**src/rtl/fnv_lane_reduce_pkg.sv**
```systemverilog
// rtl/fnv_lane_reduce_pkg.sv - shared FNV constants, mix functions and reduce FSM states
package FnvPkg;

   localparam logic [31:0] FNV_PRIME_C  = 32'h01000193;
   localparam logic [31:0] FNV_OFFSET_C = 32'h811c9dc5;

   typedef enum logic [0:0] {
      ACCUM = 1'b0,
      EMIT  = 1'b1
   } fnv_reduce_state_t;

   // Products are truncated to 32 bits by the assignment width.
   function automatic logic [31:0] fnv1(input logic [31:0] x, input logic [31:0] y,
                                        input logic [31:0] p = FNV_PRIME_C);
      logic [31:0] w_prod;
      w_prod = x * p;
      return w_prod ^ y;
   endfunction

   function automatic logic [31:0] fnv1a(input logic [31:0] x, input logic [31:0] y,
                                         input logic [31:0] p = FNV_PRIME_C);
      logic [31:0] w_mix;
      w_mix = x ^ y;
      return w_mix * p;
   endfunction

endpackage

```
**src/rtl/fnv_lane_reduce_step.sv**
```systemverilog
// rtl/fnv_lane_reduce_step.sv - combinational FNV step, shared by the map and reduce stages
module fnv_step
   import FnvPkg::*;
#(
   parameter bit          USE_FNV1A = 1'b1,
   parameter logic [31:0] FNV_PRIME = FNV_PRIME_C
) (
   input  logic [31:0] i_h,
   input  logic [31:0] i_d,
   output logic [31:0] o_h
);

   generate
      if (USE_FNV1A) begin : g_fnv1a
         assign o_h = fnv1a(i_h, i_d, FNV_PRIME);
      end else begin : g_fnv1
         assign o_h = fnv1(i_h, i_d, FNV_PRIME);
      end
   endgenerate

endmodule

```
**src/rtl/fnv_lane_reduce.sv**
```systemverilog
// rtl/fnv_lane_reduce.sv - folds NUM_WORDS map-stage words into one 32-bit lane digest
module fnv_lane_reduce
   import FnvPkg::*;
#(
   parameter int          NUM_WORDS  = 16,
   parameter logic [31:0] FNV_OFFSET = FNV_OFFSET_C,
   parameter logic [31:0] FNV_PRIME  = FNV_PRIME_C,
   parameter bit          USE_FNV1A  = 1'b1
) (
   input  logic        clk,
   input  logic        rst_n,
   input  logic        flush,
   input  logic        in_valid,
   output logic        in_ready,
   input  logic [31:0] in_data,
   output logic        out_valid,
   input  logic        out_ready,
   output logic [31:0] out_hash,
   output logic [15:0] word_cnt
);

   localparam logic [15:0] LAST_IDX = 16'(NUM_WORDS - 1);

   fnv_reduce_state_t r_state;
   logic [31:0]       r_hash;
   logic [31:0]       r_out_hash;
   logic [15:0]       r_word_cnt;
   logic              r_out_valid;
   logic              r_armed;
   logic [31:0]       w_next_hash;
   logic              w_accept;

   fnv_step #(
      .USE_FNV1A(USE_FNV1A),
      .FNV_PRIME(FNV_PRIME)
   ) u_step (
      .i_h(r_hash),
      .i_d(in_data),
      .o_h(w_next_hash)
   );

   // r_armed keeps in_ready low until the first clock after reset release.
   assign in_ready  = r_armed & (r_state == ACCUM);
   assign w_accept  = in_valid & in_ready;
   assign out_valid = r_out_valid;
   assign out_hash  = r_out_hash;
   assign word_cnt  = r_word_cnt;

   always_ff @(posedge clk or negedge rst_n) begin
      if (!rst_n) begin
         r_state     <= ACCUM;
         r_hash      <= FNV_OFFSET;
         r_out_hash  <= '0;
         r_word_cnt  <= '0;
         r_out_valid <= 1'b0;
         r_armed     <= 1'b0;
      end else begin
         r_armed <= 1'b1;
         if (flush) begin
            r_state     <= ACCUM;
            r_hash      <= FNV_OFFSET;
            r_word_cnt  <= '0;
            r_out_valid <= 1'b0;
         end else if (r_state == ACCUM) begin
            if (w_accept) begin
               r_hash <= w_next_hash;
               if (r_word_cnt == LAST_IDX) begin
                  r_state     <= EMIT;
                  r_out_hash  <= w_next_hash;
                  r_out_valid <= 1'b1;
                  r_word_cnt  <= '0;
               end else begin
                  r_word_cnt <= r_word_cnt + 16'd1;
               end
            end
         end else if (out_ready) begin
            r_state     <= ACCUM;
            r_hash      <= FNV_OFFSET;
            r_out_valid <= 1'b0;
         end
      end
   end

   a_out_hold: assert property (@(posedge clk) disable iff (!rst_n)
      (r_out_valid && !out_ready && !flush) |=> (r_out_valid && $stable(r_out_hash)));

   a_no_ready_in_emit: assert property (@(posedge clk) disable iff (!rst_n)
      r_out_valid |-> !in_ready);

endmodule
```
**config.mk**
```make
export PLATFORM = sky130hd
export DESIGN_NAME = fnv_lane_reduce
export DESIGN_NICKNAME = d
export VERILOG_FILES = /design/src/rtl/fnv_lane_reduce_pkg.sv /design/src/rtl/fnv_lane_reduce_step.sv /design/src/rtl/fnv_lane_reduce.sv
export SDC_FILE = /design/constraint.sdc
export NUM_CORES = 1
export LEC_CHECK = 0
export ABC_AREA = 1
export BUFFER_PORTS_ARGS = -buffer_cell sky130_fd_sc_hd__buf_2
export CAP_MARGIN = 20
export CORE_MARGIN = 2
export CORE_UTILIZATION = 40
export DETAILED_ROUTE_END_ITERATION = 12
export GPL_TIMING_DRIVEN = 0
export RECOVER_POWER = 50
export SKIP_CTS_REPAIR_TIMING = 1
export SLEW_MARGIN = 0
export SYNTH_ARGS = -nofsm -noshare
export SYNTH_HDL_FRONTEND = slang
export SYNTH_HIERARCHICAL = 1
export SYNTH_SLANG_ARGS = --single-unit
```
**constraint.sdc**
```tcl
create_clock -name clk -period 14.1 [get_ports clk]
set_clock_uncertainty 0.15 [all_clocks]
set_input_delay 4.23 -clock clk [delete_from_list [all_inputs] [get_ports clk]]
set_output_delay 4.23 -clock clk [all_outputs]
set_load 0.02 [all_outputs]
```
After elaboration in Yosys (flattened, before gate mapping). Cells that the tools add are included.

Logic and storage cells: 41. Input port bits: 37. Bits in registers: 83. Output and inout bits: 50.

Reductions and logical operators: 7. Eq/ne operators: 3. $mul: 1. $add $sub $neg: 1. Multiplexer cells: 18. Bitwise logic cells: 5.

Operators by type and width (number): 32-bit two-way mux (4); 16-bit two-way mux (4); 32-bit by 25-bit multiplier with 32-bit output, second input constant (1); 32-bit bitwise XOR (1); 16-bit by 1-bit adder with 16-bit output, second input constant (1); 16-bit by 4-bit equality test with 1-bit output, second input constant (1); 1-bit two-way mux (10); 3-bit nonzero test (2); 2-bit AND reduction (2); 4-bit AND reduction (1); 3-bit inequality test, second input constant (1); 3-bit AND reduction (1); 1-bit bitwise AND (2); 2-bit inequality test, second input constant (1); 1-bit inverter (2); 2-bit nonzero test (1).

Longest topological paths before layout.
Depth in word-level cells: 6. Gate-level depth with buffers: 30.

Cells and area by module. The synthesis kept the hierarchy.

By module, submodules not included: fnv_step (cells each 872, instances 1, area each 6560.0 µm², seq. area each 0.0 µm²); fnv_lane_reduce (cells each 411, instances 1, area each 3751.1 µm², seq. area each 2094.5 µm²).

Least setup slack after synthesis. No wires, ideal clock.

Path type: input-to-reg. Start point: input port in_data[16]. End point: register r_hash[30]. Setup slack: 5.058 ns. Arrival time: 8.796 ns. Buffers on the path: 0. Cell stages on the path: 21. Library setup time: 0.096 ns. Data required time: 13.854 ns. Cell sequence: xnor2_1 inv_1 ha_1 ha_1 fa_1 ha_1 fa_1 inv_1 fa_1 fa_1 inv_1 ha_1 a21oi_1 o21ai_0 a21oi_1 nand2_1 a21oi_1 nand3_1 nand2_1 inv_1 o31ai_1.

Cells in the longest elaborated chain, start to end: 5.

RTL lines: start: declaration (line fnv_lane_reduce.sv:15) `input logic [31:0] in_data,`; 32-bit bitwise XOR (line fnv_lane_reduce_pkg.sv:23) `w_mix = x ^ y;`; 32-bit by 25-bit multiplier with 32-bit output (line fnv_lane_reduce_pkg.sv:24) `return w_mix * p;`; net w_next_hash[30] (line fnv_lane_reduce.sv:30) `logic [31:0] w_next_hash;`; 32-bit two-way mux (line fnv_lane_reduce.sv:65) `if (w_accept) begin`; 32-bit two-way mux (line fnv_lane_reduce.sv:64) `end else if (r_state == ACCUM) begin`; 32-bit two-way mux (line fnv_lane_reduce.sv:59) `if (flush) begin`; end signal: assignment (line fnv_lane_reduce.sv:66) `r_hash <= w_next_hash;`; end: declaration (line fnv_lane_reduce.sv:25) `logic [31:0] r_hash;`.

The timed path passes the listed nets, and every way through them passes these cells. The select of a mux whose other input is x is not followed. A chain may end at the register's enable or synchronous reset.

Worst setup path in the final report.
Start point: input port in_data[15]. End point: register r_hash[30].

The elaborated chain is that of the path after synthesis.

==> metrics.md <==
| Metric | Value |
|---|---|
| Maxcap violations | 1 |
| Final Hold Viols | 0 |
| Highest net fanout along the worst path | 6 |
| Placer Congestion | 0.9228 |
| Worst-path clk slew | 0.06 ns |
| Flop2flop setup slack | 7.98 ns |
| DR pass1 iterations | 5 |
| First-pass GRT wire length | 44.75 mm |
| Final setup TNS | 0 ns |
| Area delta synth->final | 11.39% |
| Post-DP HPWL | 23.87 mm |
| Status | finished, violations left |
| Commonest non-fill, non-tap cell in the layout | inv_1 |
| Hold_sp | out_hash[29] |
| Netlist Area Pre-Place | 10310 sq um |
| Final Critical Period | 9.578 ns |
| Grt ovf | 0 |
| DRT Wirelength | 27.61 mm |
| Initial core utilization | 40.83% |
| Slew Limit Fails | 64 |
| Die area | 27080 sq um |
| DR iter-0 viols | 471 |
| DIE WIDTH | 164.6 um |
| GRT Overall Usage | 21.45% |
| Worst EP required | 14.18 ns |
| Vias per inst | 4.932 |
| Share of cells above drive strength 1 | 11.90% |
| Post-Syn Instances | 1283 |
| # setup viols final | 0 |
| Seq/Total Area, Yosys | 20.31% |
| Die height | 164.6 um |
| DR vias | 8464 |
| Worst path cell trace | buf_2 -> xor2_1 -> ha_1 -> ha_1 -> fa_1 -> ha_1 -> fa_1 -> inv_1 -> fa_1 -> fa_1 -> inv_1 -> ha_1 -> a21oi_1 -> o21ai_0 -> a21oi_1 -> nand2_1 -> a21oi_1 -> nand3_1 -> nand2_1 -> inv_1 -> o31ai_1 |
| Worst r2r path cells | 25 |
| Ys Warns | 6 |
| Largest net degree at the start of global routing | 64 |
| Clk_lat worst skew | 0.33 ns |
| N_diodes | 0 |
| Clk buf depth | 2 |
| Number of global-route vias before repair | 8675 |
| Antenna-violating nets left | 0 |
| Most frequent cells in the layout | inv_1, nand2_1, ha_1 |
| CTS H-Tree Depth | 3 |
| Num ports | 87 |
| Fin crit share | 67.93% |
| Grt met2 use | 36.38% |
| Hold Path Class | flop to flop |
| End point of the worst hold path | out_hash[29] |
| Drt drc | 0 |
| Root Buffer | clkbuf_16 |
| Slowest CP cell | xor2_1 |
| Failing checks | capacitance limit, slew limit |
| Met1 Use GR | 28.46% |
| TritonCTS clock tree | done |
| Number of synthesized register bits | 83 |
| Reg2reg start | r_hash[20] |
| Slew Limit Headroom | -126.1% |
| Core box area | 25250 sq um |
| Crit path launch type | input port |
| Synthesized netlist net count | 1568 |
| CP max stage delay | 0.67 ns |
| CP endpoint kind | flop |
| Clock sink count | 83 |
| Fillers | 2604 |
| Initial antenna violation count | 0 |
| Worst flop-to-flop path endpoint | r_hash[30] |
| Avg Cell Area, Syn | 8.037 sq um |
| Layout net count | 1666 |
| Number of buffer cells added on primary ports | 86 |
| Total CTS buffers | 9 |
| GR peak layer | met2 |
| Worst Path Arrival | 9.66 ns |
| Hold path cells | 2 |
| Library cells used by synthesis | 43 |
| Crit path kind | input port to flop |
| DR WL/cell | 16.09 um |
| Max Clk Rate | 0.1044 GHz |
| Num rows | 58 |
| Met3 Use GR | 3.440% |
| Slew @ Worst Pin | 3.392 ns |
| Unrepaired setup endpoints after global routing | no |
-- cells in the mapped netlist, drive strengths merged --
cell | count | share of area (%)
xnor2 | 21 | 1.9
o31ai | 18 | 1.3
dfstp | 14 | 3.6
clkbuf | 2 | 0.085
o21bai | 13 | 0.95
dfrtp | 69 | 17
fa | 74 | 14
nor2 | 131 | 5.1
o211ai | 2 | 0.19
a21boi | 2 | 0.15
conb | 1 | 0.036
ha | 174 | 21
clkinv | 1 | 0.036
nand4 | 14 | 0.85
xor2 | 39 | 3.3
nand2 | 240 | 8.8
nand3 | 44 | 2.5
a21o | 2 | 0.15
inv | 285 | 10
nor3 | 10 | 0.53
a21oi | 37 | 1.9
buf | 15 | 1.3
and2 | 1 | 0.061
a31oi | 14 | 0.85
nand3b | 4 | 0.33
nand2b | 1 | 0.061
o21ai | 53 | 3.4
or2 | 2 | 0.12
-- layer usage --
metal	share of wire, %	vias to the layer above
li1	-	4221
met1	45	3981
met2	47	232
met3	5.6	30
met4	2.6	0
met5	0	-
-- final cells by class --
type | count | area [sq um] | area share (%)
buffer | 17 | 131.4 | 1.144
clock inverter | 6 | 111.4 | 0.9695
multi-input combinational | 897 | 7004 | 60.98
clock buffer | 10 | 239.0 | 2.081
tap | 330 | 412.9 | 3.595
sequential | 83 | 2095 | 18.24
inverter | 286 | 1074 | 9.346
timing repair buffer | 87 | 419.2 | 3.649
-- stage by stage --
step                util, %  cell area [sq um]  hold slack, ns  cells  setup slack, ns
global placement      44.17              11150          0.3126   1699            4.179
global route          45.48              11490          0.3581   1716            4.208
CTS                   45.67              11530          0.3281   1716            4.482
floorplan                 -              10310          0.3207   1283            5.058
finish                45.48              11490          0.3314   1716            4.522
detailed placement    44.29              11180          0.3141   1700            4.164
-- critical path: cells and delay by family --
| family | cells | cell delay, ns |
|---|---|---|
| AND/OR/NAND/NOR | 3 | 0.27 |
| XOR/XNOR | 1 | 0.67 |
| buffers and inverters | 4 | 0.29 |
| adder cells (fa/ha/maj) | 8 | 3.23 |
| AO/OA/AOI/OAI | 5 | 0.95 |
-- worst max path at each step --
stage	slack, ns	end	from	depth (start not counted)
6_report	4.52	r_hash[30]	in_data[15]	21
5_1_grt	4.21	r_hash[30]	in_data[2]	25
4_1_cts	4.48	r_hash[30]	in_data[15]	21
3_5_place_dp	4.16	r_hash[30]	in_data[15]	21
3_3_place_gp	4.18	r_hash[30]	in_data[15]	21
2_1_floorplan	5.06	r_hash[30]	in_data[16]	21
-- kinds of logic (layout without fill, tap and decap cells) --
group / after synthesis / after routing / share of synthesized area [%]
DFF: 83 / 83 / 20.31
and+or+nand+nor: 447 / 447 / 18.30
other: 1 / 1 / 0.03637
adders and majority gates: 248 / 248 / 35.48
AOI/OAI and AO/OA: 141 / 141 / 8.943
buffers and inverters: 303 / 406 / 11.76
xor gates and xnor gates: 60 / 60 / 5.169
-- registers in the layout, summed over array words and instances (netlist names) --
signal     count
out_hash      32
out_valid      1
r_armed        1
r_hash        32
r_state        1
word_cnt      16
Power is left out: the tool's default activity adds up to more than one toggle a clock period on the data nets, which glitch-free logic cannot reach.
